==> config.mk <==
export PLATFORM = sky130hd
export DESIGN_NAME = aes_sbox_sched
export DESIGN_NICKNAME = d
export VERILOG_FILES = /design/src/rtl/aes_sbox_sched_pkg.sv /design/src/rtl/aes_sbox_canright.sv /design/src/rtl/aes_sbox_sched.sv
export SDC_FILE = /design/constraint.sdc
export NUM_CORES = 2
export LEC_CHECK = 0
export BUFFER_PORTS_ARGS = -buffer_cell sky130_fd_sc_hd__buf_2
export CAP_MARGIN = 20
export CELL_PAD_IN_SITES_DETAIL_PLACEMENT = 0
export CELL_PAD_IN_SITES_GLOBAL_PLACEMENT = 1
export CORE_MARGIN = 2
export CORE_UTILIZATION = 44
export CTS_CLUSTER_SIZE = 28
export DETAILED_ROUTE_END_ITERATION = 12
export PLACE_DENSITY = 0.77
export SLEW_MARGIN = 40
export SYNTH_ARGS = -nofsm -noshare
export SYNTH_HDL_FRONTEND = slang
export SYNTH_SLANG_ARGS = --single-unit
==> constraint.sdc <==
create_clock -name clk_i -period 43.1 [get_ports clk_i]
set_input_delay 4.31 -clock clk_i [delete_from_list [all_inputs] [get_ports clk_i]]
set_output_delay 4.31 -clock clk_i [all_outputs]
set_load 0.005 [all_outputs]
==> src/rtl/aes_sbox_sched_pkg.sv <==
// Shared types and constants for the time-shared AES S-box scheduler.
package aes_sbox_sched_pkg;

  typedef enum logic [1:0] {
    IDLE = 2'd0,
    SUB  = 2'd1,
    DONE = 2'd2
  } sched_state_e;

  typedef enum logic {
    CIPH_FWD = 1'b0,
    CIPH_INV = 1'b1
  } ciph_op_e;

  typedef enum logic {
    OWN_ST  = 1'b0,
    OWN_KEY = 1'b1
  } owner_e;

  localparam int unsigned ST_LEN  = 16;
  localparam int unsigned KEY_LEN = 4;
  localparam int unsigned CNT_W   = 5;

endpackage

==> src/rtl/aes_sbox_canright.sv <==
// Combinational AES S-box, forward and inverse, built from GF(2^8)
// inversion plus the affine map and its inverse.
module aes_sbox_canright
  import aes_sbox_sched_pkg::*;
(
  input  ciph_op_e   op_i,
  input  logic [7:0] data_i,
  output logic [7:0] data_o
);

  function automatic logic [7:0] gf_mul(input logic [7:0] a, input logic [7:0] b);
    logic [7:0] p;
    logic [7:0] t;
    p = '0;
    t = a;
    for (int i = 0; i < 8; i++) begin
      if (b[i]) p = p ^ t;
      t = {t[6:0], 1'b0} ^ (t[7] ? 8'h1b : 8'h00);
    end
    return p;
  endfunction

  // x^254 is the multiplicative inverse, and maps 0 to 0 as AES requires.
  function automatic logic [7:0] gf_inv(input logic [7:0] x);
    logic [7:0] r;
    logic [7:0] t;
    r = 8'h01;
    t = x;
    for (int i = 1; i < 8; i++) begin
      t = gf_mul(t, t);
      r = gf_mul(r, t);
    end
    return r;
  endfunction

  function automatic logic [7:0] affine_fwd(input logic [7:0] x);
    return x ^ {x[6:0], x[7]} ^ {x[5:0], x[7:6]} ^ {x[4:0], x[7:5]} ^
           {x[3:0], x[7:4]} ^ 8'h63;
  endfunction

  function automatic logic [7:0] affine_inv(input logic [7:0] x);
    return {x[6:0], x[7]} ^ {x[4:0], x[7:5]} ^ {x[1:0], x[7:2]} ^ 8'h05;
  endfunction

  // Forward: invert then affine; inverse: undo affine then invert.
  always_comb begin
    if (op_i == CIPH_INV) data_o = gf_inv(affine_inv(data_i));
    else                  data_o = affine_fwd(gf_inv(data_i));
  end

endmodule

==> src/rtl/aes_sbox_sched.sv <==
// Time-shares one S-box between a 16-byte state requester and a 4-byte
// key-schedule requester, one byte per cycle.
// Optional macro AES_SBOX_SCHED_PIPE_EN adds a register after the S-box.
module aes_sbox_sched
  import aes_sbox_sched_pkg::*;
#(
  parameter logic RR_EN = 1'b1
) (
  input  logic         clk_i,
  input  logic         rst_i,
  input  logic         st_req_i,
  input  logic         st_op_i,
  input  logic [127:0] st_data_i,
  output logic         st_gnt_o,
  output logic         st_valid_o,
  input  logic         st_ready_i,
  output logic [127:0] st_data_o,
  input  logic         key_req_i,
  input  logic [31:0]  key_data_i,
  output logic         key_gnt_o,
  output logic         key_valid_o,
  input  logic         key_ready_i,
  output logic [31:0]  key_data_o,
  output logic         busy_o
);

  sched_state_e     state_q, state_nxt;
  logic [127:0]     data_q;
  ciph_op_e         op_q;
  owner_e           own_q;
  owner_e           last_q;
  logic [CNT_W-1:0] cnt_q;
  logic [CNT_W-1:0] len;
  logic [3:0]       last_idx;

  logic             vld_p0;
  logic [6:0]       rd_base_p0;
  logic [7:0]       sb_in_p0;
  logic [7:0]       sb_out_p0;

  logic             wr_en;
  logic [3:0]       wr_idx;
  logic [7:0]       wr_data;
  logic             last_wr;

  assign len      = (own_q == OWN_KEY) ? CNT_W'(KEY_LEN) : CNT_W'(ST_LEN);
  assign last_idx = (own_q == OWN_KEY) ? 4'(KEY_LEN - 1) : 4'(ST_LEN - 1);

  // Stage 0: select byte cnt of the job buffer and feed the shared S-box
  assign vld_p0     = (state_q == SUB) && (cnt_q < len);
  assign rd_base_p0 = {cnt_q[3:0], 3'b000};
  assign sb_in_p0   = data_q[rd_base_p0 +: 8];

  aes_sbox_canright u_sbox (
    .op_i   (op_q),
    .data_i (sb_in_p0),
    .data_o (sb_out_p0)
  );

`ifdef AES_SBOX_SCHED_PIPE_EN
  logic       vld_p1;
  logic [3:0] idx_p1;
  logic [7:0] sb_p1;

  // Stage 1: registered S-box result, written back one cycle after the feed
  always_ff @(posedge clk_i) begin
    if (rst_i) begin
      vld_p1 <= 1'b0;
      idx_p1 <= '0;
      sb_p1  <= '0;
    end else begin
      vld_p1 <= vld_p0;
      idx_p1 <= cnt_q[3:0];
      sb_p1  <= sb_out_p0;
    end
  end

  assign wr_en   = vld_p1;
  assign wr_idx  = idx_p1;
  assign wr_data = sb_p1;
  assign last_wr = vld_p1 && (idx_p1 == last_idx);
`else
  assign wr_en   = vld_p0;
  assign wr_idx  = cnt_q[3:0];
  assign wr_data = sb_out_p0;
  assign last_wr = vld_p0 && (cnt_q[3:0] == last_idx);
`endif

  // State register of the scheduler FSM
  always_ff @(posedge clk_i) begin
    if (rst_i) state_q <= IDLE;
    else       state_q <= state_nxt;
  end

  // Arbitration and next state; grants only in IDLE, key preferred on a tie
  // unless round-robin says key was served last
  always_comb begin
    state_nxt = state_q;
    st_gnt_o  = 1'b0;
    key_gnt_o = 1'b0;
    case (state_q)
      IDLE: begin
        if (!rst_i) begin
          if (key_req_i && st_req_i) begin
            if (RR_EN && (last_q == OWN_KEY)) st_gnt_o  = 1'b1;
            else                              key_gnt_o = 1'b1;
          end else if (key_req_i) begin
            key_gnt_o = 1'b1;
          end else if (st_req_i) begin
            st_gnt_o = 1'b1;
          end
        end
        if (st_gnt_o || key_gnt_o) state_nxt = SUB;
      end
      SUB: begin
        if (last_wr) state_nxt = DONE;
      end
      DONE: begin
        if (((own_q == OWN_ST) && st_ready_i) || ((own_q == OWN_KEY) && key_ready_i))
          state_nxt = IDLE;
      end
      default: state_nxt = IDLE;
    endcase
  end

  // Job capture on accept, then in-place byte substitution
  always_ff @(posedge clk_i) begin
    if (rst_i) begin
      data_q <= '0;
      op_q   <= CIPH_FWD;
      own_q  <= OWN_ST;
      last_q <= OWN_ST;
      cnt_q  <= '0;
    end else if (st_gnt_o) begin
      data_q <= st_data_i;
      op_q   <= ciph_op_e'(st_op_i);
      own_q  <= OWN_ST;
      last_q <= OWN_ST;
      cnt_q  <= '0;
    end else if (key_gnt_o) begin
      data_q <= {96'b0, key_data_i};
      op_q   <= CIPH_FWD;
      own_q  <= OWN_KEY;
      last_q <= OWN_KEY;
      cnt_q  <= '0;
    end else begin
      if (vld_p0) cnt_q <= cnt_q + CNT_W'(1);
      if (wr_en)  data_q[{wr_idx, 3'b000} +: 8] <= wr_data;
    end
  end

  assign st_valid_o  = (state_q == DONE) && (own_q == OWN_ST);
  assign key_valid_o = (state_q == DONE) && (own_q == OWN_KEY);
  assign st_data_o   = st_valid_o  ? data_q        : '0;
  assign key_data_o  = key_valid_o ? data_q[31:0]  : '0;
  assign busy_o      = (state_q != IDLE);

endmodule
==> flow_summary.toml <==
[cts]
cts_tree = "built"
clk_latency_ns = 0.48
clkTransAtPathRegs_ns = 0.08
cts_hold_buf = 0
cts_max_path_buffers = 2
cts.sink_count = 137
numCtsBuffers = 17
ctsRootBufferMaster = "sky130_fd_sc_hd__clkbuf_16"
maximum_level_of_the_cts_h_tree = 4
post_cts_resize_count = 0
cts_setup_buffers = 0

[timing]
slew_viol_final = 0
final.setup.tns_ns = 0
worst_slack_ns = 22.37
period_utilisation_layout_pct = 48.10
final-hold-violation-count = 0
worstMarginPinSlew_ns = 0.9080
finalClockSkew_ns = 0.02077
timing.max_slew.rel_slack_pct = 39.24
setup_violations = 0
timing.fmax_mhz = 48.23
period_needed_ns = 20.73
hold_ws_ns = 0.5087
rsz0062_at_grt = "no"

[logic_synthesis]
mapped_cell_area_um2 = 35630
mean_area_per_synthesized_cell_um2 = 7.520
synth-warning-count = 0
synthDistinctLibCells = 113
yosysSeqAreaShare_pct = 7.697
yosysTopAreaCell = "sky130_fd_sc_hd__xnor2_1"
largest_cells_by_area_after_synthesis = "sky130_fd_sc_hd__xnor2_1 19%, sky130_fd_sc_hd__xnor3_1 9.4%, sky130_fd_sc_hd__nor2_1 8.3%"
postSynthCellCount = 4738
synthesis.nets = 4924
async_reset_ff_share_pct = 0
post-synth-top-area-fraction_pct = 19.22
yosys_register_bits = 137
dominant_register_cell_in_the_synthesized_netlist = "sky130_fd_sc_hd__dfxtp_1"
synth_edf_count = 0

[global_routing]
global_route.overflow_total = 0
number_of_antenna_violations_at_the_first_check_in_global_routing = 16
grt_pass1_wl_um = 208400
grt_use_total_pct = 32.41
grt_start_max_net_pins = 84
first_global_vias = 32920

[setup_path]
path_class = "flop to flop"
setup.worst_path.start = "cnt_q[1]"
critical_path_required_ns = 43.48
critPathArrivalTime_ns = 21.12
timing.critical_path.slowest_stage_cell = "sky130_fd_sc_hd__xnor3_1"
rr_startpoint = "cnt_q[1]"
crit_top_cell = "sky130_fd_sc_hd__xnor2_1"
timing.critical_path.from_type = "flop"
worst-path-max-fanout = 27
worst_setup_path_end_kind = "flop"
critical_path.max_stage_delay_ns = 0.88

[floorplanning]
fp.dieW_um = 288.6
placementRows = 104
ioPinCount = 332
area_of_the_die_um2 = 83270
initial_cell_density_of_the_core_pct = 44.38
dieHeight_um = 288.6
fp.coreArea_um2 = 80290

[placed_design]
gp_congestion = 0.9587
detailedPlacementHpwl_um = 104500
place_ws_ns = 22.68
number_of_input_and_output_port_buffers_inserted = 331
dp.cells = 5964

[detailed_routing]
vias_per_cell = 5.996
wl_per_cell_um = 23.14
drtPass1Iterations = 5
drc_errors = 0
antenna_left = 0
number_of_vias_after_detailed_routing = 35970
drt-initial-drc-count = 3650
detail_route.wirelength_um = 138800

[status]
status = "completed"

[finish]
multiInputGateArea_um2 = 31810
area.sequential_um2 = 2748
synthToLayoutAreaGrowth_pct = 10.91
drive_above_1_share_pct = 16.22
nets = 5111
fillCellCount = 8064
non_filler_instance_count_after_layout = 5998

[hold_path]
hold_path_startpoint = "data_q[125]"
timing.hold.worst.class = "flop to flop"

[run]
max_cap_viol_count = 0
[per-stage QoR]
step / util (%) / instance area (um^2)
after detailed placement: 48.46 / 38900
after global routing: 49.22 / 39520
after global placement: 48.12 / 38630
after floorplan: - / 35630
final: 49.22 / 39520
after CTS: 49.12 / 39440
[critical path: cells and delay by family (launching register included)]
family / cells / cell delay [ns]
xor gates and xnor gates: 22 / 8.34
and+or+nand+nor: 12 / 3.94
AOI/OAI and AO/OA: 10 / 2.61
muxes: 6 / 2.18
buffers and inverters: 5 / 1.42
adders and majority gates: 3 / 1.36
DFF: 1 / 0.74
[metal layers]
metal,global-route usage [%],up-vias,share of wire [%]
met2,49.81,1668,43
met5,0,-,0.085
met4,14.78,16,5.1
met1,43.92,17140,42
li1,-,16880,-
met3,6.106,265,9.4
[cell usage after synthesis, types with 26 or more instances]
cell type / instances
sky130_fd_sc_hd__a211oi_1: 66
sky130_fd_sc_hd__a21oi_1: 223
sky130_fd_sc_hd__a221oi_1: 94
sky130_fd_sc_hd__a22oi_1: 34
sky130_fd_sc_hd__a31oi_1: 35
sky130_fd_sc_hd__and2_1: 188
sky130_fd_sc_hd__buf_2: 62
sky130_fd_sc_hd__clkbuf_1: 224
sky130_fd_sc_hd__dfxtp_1: 137
sky130_fd_sc_hd__inv_1: 41
sky130_fd_sc_hd__mux2_2: 26
sky130_fd_sc_hd__mux2i_1: 129
sky130_fd_sc_hd__mux4_2: 31
sky130_fd_sc_hd__nand2_1: 369
sky130_fd_sc_hd__nand2b_1: 34
sky130_fd_sc_hd__nand3_1: 103
sky130_fd_sc_hd__nor2_1: 788
sky130_fd_sc_hd__nor2b_1: 34
sky130_fd_sc_hd__nor3_1: 173
sky130_fd_sc_hd__nor4_1: 30
sky130_fd_sc_hd__o211ai_1: 28
sky130_fd_sc_hd__o21ai_0: 149
sky130_fd_sc_hd__o22ai_1: 43
sky130_fd_sc_hd__or3_1: 27
sky130_fd_sc_hd__xnor2_1: 782
sky130_fd_sc_hd__xnor2_2: 40
sky130_fd_sc_hd__xnor3_1: 148
sky130_fd_sc_hd__xor2_1: 234
[cell type report]
type	instances	area share, %
Antenna cell	1	0.006332
Clock buffer	19	1.121
Clock inverter	12	0.2343
Inverter	55	0.5351
Multi-Input combinational cell	4224	80.50
Sequential cell	137	6.953
Tap cell	1060	3.356
Timing Repair Buffer	490	7.291
[cells in the final DEF (no fill, tap or decap), drive strengths merged, types with 30 or more instances in the layout]
master	instances
xor2	247
a221oi	101
and2	191
mux2i	135
a31oi	37
xnor3	155
a22oi	36
o21ai	174
inv	55
buf	489
a211oi	68
nor3	183
nor2	791
nor4	30
nor2b	34
a21oi	224
nand2b	34
nand2	371
xnor2	829
o22ai	43
nand3	103
dfxtp	137
mux4	31
[final timing paths]
check | endpoint | slack, ns | cells after the start
max | data_q[87] | 22.37 | 58
min | data_q[125] | 0.51 | 2
max reg2reg | data_q[87] | 22.37 | 58
min reg2reg | data_q[125] | 0.51 | 2
[logic make-up (layout without fill, tap and decap cells)]
group / Yosys count / count (layout) / share of synthesized area [%]
buffers and inverters: 377 / 576 / 4.428
DFF: 137 / 137 / 7.697
AOI/OAI and AO/OA: 894 / 894 / 17.16
muxes: 195 / 195 / 6.876
other: 0 / 1 / 0
xor gates and xnor gates: 1252 / 1252 / 39.19
adders and majority gates: 20 / 20 / 0.6953
and+or+nand+nor: 1863 / 1863 / 23.95
[registers in the layout (all words and copies together) (netlist names)]
signal,count
op_q,1
state_q,2
last_q,1
cnt_q,5
data_q,128
Power is not shown: default switching activity piles up to over one toggle a cycle in this logic, so the estimate is an artifact.
